**config.mk**
```make
export PLATFORM = sky130hd
export DESIGN_NAME = fetch_ctrl
export DESIGN_NICKNAME = d
export VERILOG_FILES = /design/src/rtl/fetch_ctrl.sv
export SDC_FILE = /design/constraint.sdc
export NUM_CORES = 1
export LEC_CHECK = 0
export BUFFER_PORTS_ARGS = -buffer_cell sky130_fd_sc_hd__buf_2
export CORE_ASPECT_RATIO = 1.75
export CORE_MARGIN = 3
export CORE_UTILIZATION = 48
export DETAILED_ROUTE_END_ITERATION = 8
export PLACE_DENSITY_LB_ADDON = 0.05
export SYNTH_ARGS = -nofsm -noshare
export SYNTH_HDL_FRONTEND = slang
export SYNTH_SLANG_ARGS = --single-unit
```
**constraint.sdc**
```tcl
create_clock -name CLK -period 2.71 [get_ports CLK]
set_input_delay 0.542 -clock CLK [delete_from_list [all_inputs] [get_ports CLK]]
set_output_delay 0.542 -clock CLK [all_outputs]
set_load 0.03 [all_outputs]
```
**src/rtl/fetch_ctrl.sv**
```systemverilog
// Instruction-fetch sequencer: owns the PC, issues one imem request at a time,
// buffers one instruction toward decode, applies execute redirects. Optional perf counters: FETCH_PERF_EN.
module fetch_ctrl #(
  parameter logic [31:0] RESET_VEC = 32'h0000_0000,
  parameter logic [31:0] INC       = 32'd4
) (
  input  logic        CLK,
  input  logic        RESET,
  input  logic        redirect_valid,
  input  logic [31:0] redirect_target,
  input  logic        stall,
  output logic        imem_req,
  output logic [31:0] imem_addr,
  input  logic        imem_gnt,
  input  logic        imem_rvalid,
  input  logic [31:0] imem_rdata,
  output logic        inst_valid,
  output logic [31:0] inst_out,
  output logic [31:0] inst_pc,
  output logic        busy
`ifdef FETCH_PERF_EN
  ,
  output logic [31:0] perf_fetched,
  output logic [31:0] perf_killed
`endif
);

  typedef enum logic [1:0] {BOOT, REQ, WAIT} state_t;

  state_t      state_reg;
  logic [31:0] pc_reg;
  logic        discard_reg;

  logic        ok_to_issue;
  logic        consume;
  logic [31:0] target_aligned;

  // Issue only when the buffer is empty or drains this cycle, so a response
  // always finds room.
  assign ok_to_issue    = !inst_valid || !stall;
  assign consume        = inst_valid && !stall;
  assign target_aligned = redirect_target & 32'hFFFF_FFFC;

  assign imem_req  = (state_reg == REQ) && ok_to_issue;
  assign imem_addr = pc_reg;
  assign busy      = (state_reg == WAIT);

  always_ff @(posedge CLK) begin
    if (RESET) begin
      state_reg   <= BOOT;
      pc_reg      <= RESET_VEC;
      discard_reg <= 1'b0;
      inst_valid  <= 1'b0;
      inst_out    <= 32'h0;
      inst_pc     <= 32'h0;
    end else if (redirect_valid) begin
      pc_reg     <= target_aligned;
      inst_valid <= 1'b0;
      case (state_reg)
        BOOT: state_reg <= REQ;
        REQ: begin
          // Request to the old pc was accepted: its response must be dropped.
          if (imem_req && imem_gnt) begin
            state_reg   <= WAIT;
            discard_reg <= 1'b1;
          end
        end
        WAIT: begin
          if (imem_rvalid) begin
            state_reg   <= REQ;
            discard_reg <= 1'b0;
          end else begin
            discard_reg <= 1'b1;
          end
        end
        default: state_reg <= BOOT;
      endcase
    end else begin
      if (consume) inst_valid <= 1'b0;
      case (state_reg)
        BOOT: state_reg <= REQ;
        REQ: begin
          if (imem_req && imem_gnt) state_reg <= WAIT;
        end
        WAIT: begin
          if (imem_rvalid) begin
            state_reg <= REQ;
            if (discard_reg) begin
              discard_reg <= 1'b0;
            end else begin
              inst_out   <= imem_rdata;
              inst_pc    <= pc_reg;
              inst_valid <= 1'b1;
              pc_reg     <= pc_reg + INC;
            end
          end
        end
        default: state_reg <= BOOT;
      endcase
    end
  end

`ifdef FETCH_PERF_EN
  logic resp_kept;
  logic resp_dropped;
  logic buf_flushed;

  assign resp_kept    = (state_reg == WAIT) && imem_rvalid && !discard_reg && !redirect_valid;
  assign resp_dropped = (state_reg == WAIT) && imem_rvalid && (discard_reg || redirect_valid);
  // A valid entry consumed on the redirect edge reached decode, so it is not a kill.
  assign buf_flushed  = redirect_valid && inst_valid && stall;

  always_ff @(posedge CLK) begin
    if (RESET) begin
      perf_fetched <= 32'h0;
      perf_killed  <= 32'h0;
    end else begin
      perf_fetched <= perf_fetched + 32'(resp_kept);
      perf_killed  <= perf_killed + 32'(resp_dropped) + 32'(buf_flushed);
    end
  end
`endif

endmodule

```
==> Word level (Yosys, flattened, before mapping) <==
Index checks and enable logic that the tools add are counted.
{ "word_totals": {"output_inout_bits": 99, "word_cells": 49, "inputBits": 70, "register_bits": 100} }
{ "op_classes": {"muxes": 17, "add_sub_neg": 1, "bitwise": 2, "n_reduce_logical": 16, "n_eq_ne": 6} }
{ "ops": {"columns": ["operator", "n"], "rows": [
  ["2-to-1 mux 32 bit", 4],
  ["adder 32 x 3 -> 32 bit (second input constant)", 1],
  ["2-to-1 mux 1 bit", 9],
  ["AND reduction 4 bit", 2],
  ["one-hot mux 2 bit (3 select lines)", 1],
  ["AND reduction 3 bit", 2],
  ["nonzero test 2 bit", 3],
  ["2-to-1 mux 2 bit", 2],
  ["inequality test 2 bit (second input constant)", 2],
  ["logical AND 1 bit", 3],
  ["inequality test 3 x 2 -> 1 bit (second input constant)", 1],
  ["equality test 2 x 1 -> 1 bit (second input constant)", 1],
  ["equality test 2 bit (second input constant)", 1],
  ["logical NOT 1 bit", 2],
  ["logical NOT 2 bit", 1],
  ["inequality test 2 x 1 -> 1 bit (second input constant)", 1],
  ["inverter 1 bit", 2],
  ["one-hot mux 1 bit (2 select lines)", 1],
  ["AND reduction 2 bit", 1],
  ["OR reduction 2 bit", 1],
  ["logical OR 1 bit", 1]
]} }

==> Depth between registers and ports, before layout <==
{ "depth": {"word_depth": 7, "ltp_mapped": 8} }

==> Worst setup path after synthesis <==
No wires, ideal clock.
{ "synth_timing": {"path_type": "register to register", "from": "register state_reg[0]", "to": "register pc_reg[29], in the netlist imem_addr[29]", "path_stages_with_launch": 7, "slack_ns": 0.308, "t_arrival_ns": 2.340, "synth_period_minus_slack_ns": 2.402, "cell_sequence": "dfxtp_1 inv_1 ha_1 nand3b_1 or4_2 or4_1 nand3_1"} }
{ "synth_via": {"elab_chain_len": 3} }
{ "synth_rtl": {"columns": ["element", "line_no", "text"], "rows": [
  ["start, declared", "30", "state_t state_reg;"],
  ["start signal, assigned", "50", "state_reg <= BOOT;"],
  ["start signal, assigned", "60", "BOOT: state_reg <= REQ;"],
  ["start signal, assigned", "64", "state_reg <= WAIT;"],
  ["equality test 2 bit", null, null],
  ["net busy", "20", "output logic busy"],
  ["nonzero test 2 bit (no source line)", null, null],
  ["AND reduction 3 bit (no source line)", null, null],
  ["end signal, assigned", "57", "pc_reg <= target_aligned;"],
  ["end signal, assigned", "94", "pc_reg <= pc_reg + INC;"],
  ["end, declared", "31", "logic [31:0] pc_reg;"]
]} }
The timed path passes the listed nets, and every way through them passes these cells.
A chain may end at the register's enable or synchronous reset.

==> Worst setup path after layout <==
{ "layout_timing": {"from": "register state_reg[0]", "to": "register pc_reg[24], in the netlist imem_addr[24]"} }
{ "layout_via": {"elab_chain_len": 3} }
{ "layout_rtl": {"columns": ["element", "line_no", "text"], "rows": [
  ["equality test 2 bit", "80", "case (state_reg)"],
  ["nonzero test 2 bit (no source line)", null, null],
  ["AND reduction 3 bit (no source line)", null, null]
]} }
No other way between the ends.

==> flow_summary_export.csv <==
group,metric,value,unit
grt,grt_overflow,0,
synth,yosys.area_share.simple,27.2,%
grt,grt_pass1_wl,18.8,mm
critical_path,critPathTopFamily,"simple AND/OR/NAND/NOR gates",
die,ios,169,
grt,grt_max_degree,66,
detailed_routing,drtAntennaViolNets,0,
die,start_util,49.9,%
clock_tree,cts.repair.resized,0,
placement,port_buffers,162,
finish,fin_nets,754,
finish,diodes,0,
finish,top_register,"inst_out",
synth,synth_seq_cells,96,
sta,maxSlewHeadroom,55.1,%
grt,antenna_found_initial,0,
clock_tree,clkTransAtPathRegs,0.06,ns
critical_path,critPathBufInv,1,
job,maxCapViolations,0,
worst_hold_path,hold_path_class,"input port to flip-flop",
clock_tree,htree_levels,3,
synth,synthAdderAreaFrac,1.49,%
grt,grt_use_total,23.2,%
clock_tree,root_buffer,"clkbuf_16",
sta,tightest_slew,0.673,ns
critical_path,cp_cell_sequence,"inv_1 > ha_1 > and3b_1 > nand4_1 > or4_1 > a311oi_1",
sta,setup_viol,0,
critical_path,path_max_fanout,10,
die,fp.dieH,130,um
die,die_x,76.7,um
finish,final_common_cell,"buf_2",
synth,synth_compound_area_share,18.1,%
power_and_ir_drop,peakVddDrop,0.000405,V
critical_path,slowest_delay,0.59,ns
clock_tree,cts_buffers,9,
synth,async_flop_share,0,%
sta,fin_crit,2.27,ns
detailed_routing,drt_wl_total,11.7,mm
placement,place_congestion,0.805,
clock_tree,cts_buffer_depth,2,
finish,final_cell_mix,"buf_2, nand2_1, dfxtp_1",
placement,place_hpwl,8.31,mm
synth,synth_edf_count,0,
detailed_routing,drtIter0Drc,226,
sta,period_share,83.6,%
critical_path,crit_path_top_delay_cell,"or4_1",
synth,ys_types,49,
critical_path,critPathArrivalTime,2.51,ns
detailed_routing,vias_per_cell,5.35,
clock_tree,cts_tree,"built",
detailed_routing,drc,0,
critical_path,end_kind,"flip-flop",
sta,worst_hold_slack,0.433,ns
finish,areaGrowthSynthToFinish,28.9,%
clock_tree,postCtsHoldBufs,0,
synth,synthMuxAreaShare,0.238,%
synth,synth_top_family_by_area,"simple AND/OR/NAND/NOR gates",
sta,rsz0062_at_grt,"false",
detailed_routing,firstDrtPassIters,4,
synth,synth_ff_type,"dfxtp_1",
critical_path,crit_required,2.96,ns
clock_tree,cts.sinks,96,
detailed_routing,vias,4271,
sta,slew_violations,0,
synth,netlist_area,0.00420,mm^2
die,row_count,44,
clock_tree,clkLatencyLatePin,0.34,ns
synth,ys_seq_area_share,45.7,%
sta,skew,0.00480,ns
synth,ys_warn_count,0,
clock_tree,postCtsSetupBuffers,0,
synth,synth_xor_area_share,1.88,%
synth,synthCells,529,
power_and_ir_drop,leakage,0.00230,uW
power_and_ir_drop,power_density,604,mW/mm^2
sta,hold_viol_final,0,
critical_path,startpoint_type,"flip-flop",
sta,tns,0,ns
die,die_area,0.00996,mm^2
finish,largest_reg_flops,32,
die,core-area,0.00842,mm^2
outcome,status,"finished, final reports clean",
grt,grt_pass1_vias,3960,
critical_path,crit_type,"flip-flop to flip-flop",
synth,syn_area_per_cell,7.94,um^2
detailed_routing,avgRoutedWirePerCell,14.6,um
sta,max_freq,441,MHz
finish,final_layout_size_suffix_gt1_share,29.5,%
## Yosys cell counts, drive strengths merged, types with 2 or more instances
cell type    n  area share, %
nor3b        2           0.36
xor2         5            1.0
inv         13            1.2
nor3         3           0.36
o21ai        7           0.83
nand3       12            1.5
a311oi      11            2.3
nand4       11            1.8
clkbuf      31            2.8
nor2        29            2.6
nor4         5           0.74
ha           5            1.5
dfxtp       96             46
nand2      141             13
and2         3           0.45
a211oi      13            2.3
o211ai       3           0.54
and4         7            1.5
or4         13            2.5
o31ai        7            1.3
nand3b       2           0.36
and3         6           0.89
buf          8            1.3
a2111oi      5            1.0
xnor2        4           0.83
a221oi       3           0.63
or3          3           0.45
a21oi       69            8.2
## kinds of logic after synthesis
group | Yosys count
compound gates | 123
xor+xnor | 9
fa+ha+maj | 5
buf+inv | 52
flops | 96
mux | 1
other cells | 1
simple gates | 242
## per-layer routing
layer | routed length, um | track usage [%]
met3 | 685 | 4.90
met1 | 4610 | 27.5
met4 | 267 | 10.6
met5 | 0 | 0
met2 | 6100 | 40.2
## tightest hold or removal path, cell delays in order
cell and delay (ns):
buf_2 0.09, nand2_1 0.04, a21oi_1 0.05
## area by class of cell
class / instances / area, um^2
clock buffers: 12 / 256
fillers: 790 / 3010
well taps: 115 / 144
inverters: 13 / 48.8
clock inverters: 4 / 28.8
multi-input cells: 384 / 2080
flip-flops and latches: 96 / 1920
repair buffers: 175 / 936
## worst paths after layout
path                              from                         end  slack [ns]  cells after the start
min reg2reg   inst_pc[27]$_SDFFE_PP0P_    inst_pc[27]$_SDFFE_PP0P_        0.45                      2
max          state_reg[0]$_SDFFE_PP0P_  imem_addr[24]$_SDFFE_PP0P_        0.44                      6
min                     imem_rdata[15]   inst_out[15]$_SDFFE_PP0P_        0.43                      3
max reg2reg  state_reg[0]$_SDFFE_PP0P_  imem_addr[24]$_SDFFE_PP0P_        0.44                      6
## where the power goes
| group | switching, uW | total, uW | internal [uW] |
|---|---|---|---|
| Combinational | 339 | 520 | 182 |
| Clock | 531 | 1200 | 673 |
| Sequential | 73.8 | 1550 | 1480 |
| Total | 944 | 3270 | 2330 |
## metrics by stage
step | setup slack [ns] | area [um^2] | std cells | power (uW) | util, %
floorplan | 0.308 | 4210 | 532 | 1910 | -
global placement | 0.560 | 5130 | 783 | 2080 | 60.9
detailed placement | 0.486 | 5130 | 783 | 2100 | 60.9
CTS | 0.467 | 5420 | 799 | 3300 | 64.3
global route | 0.149 | 5420 | 799 | 3400 | 64.3
finish | 0.445 | 5420 | 799 | 3270 | 64.3
Power figures use the tool's default switching activity.
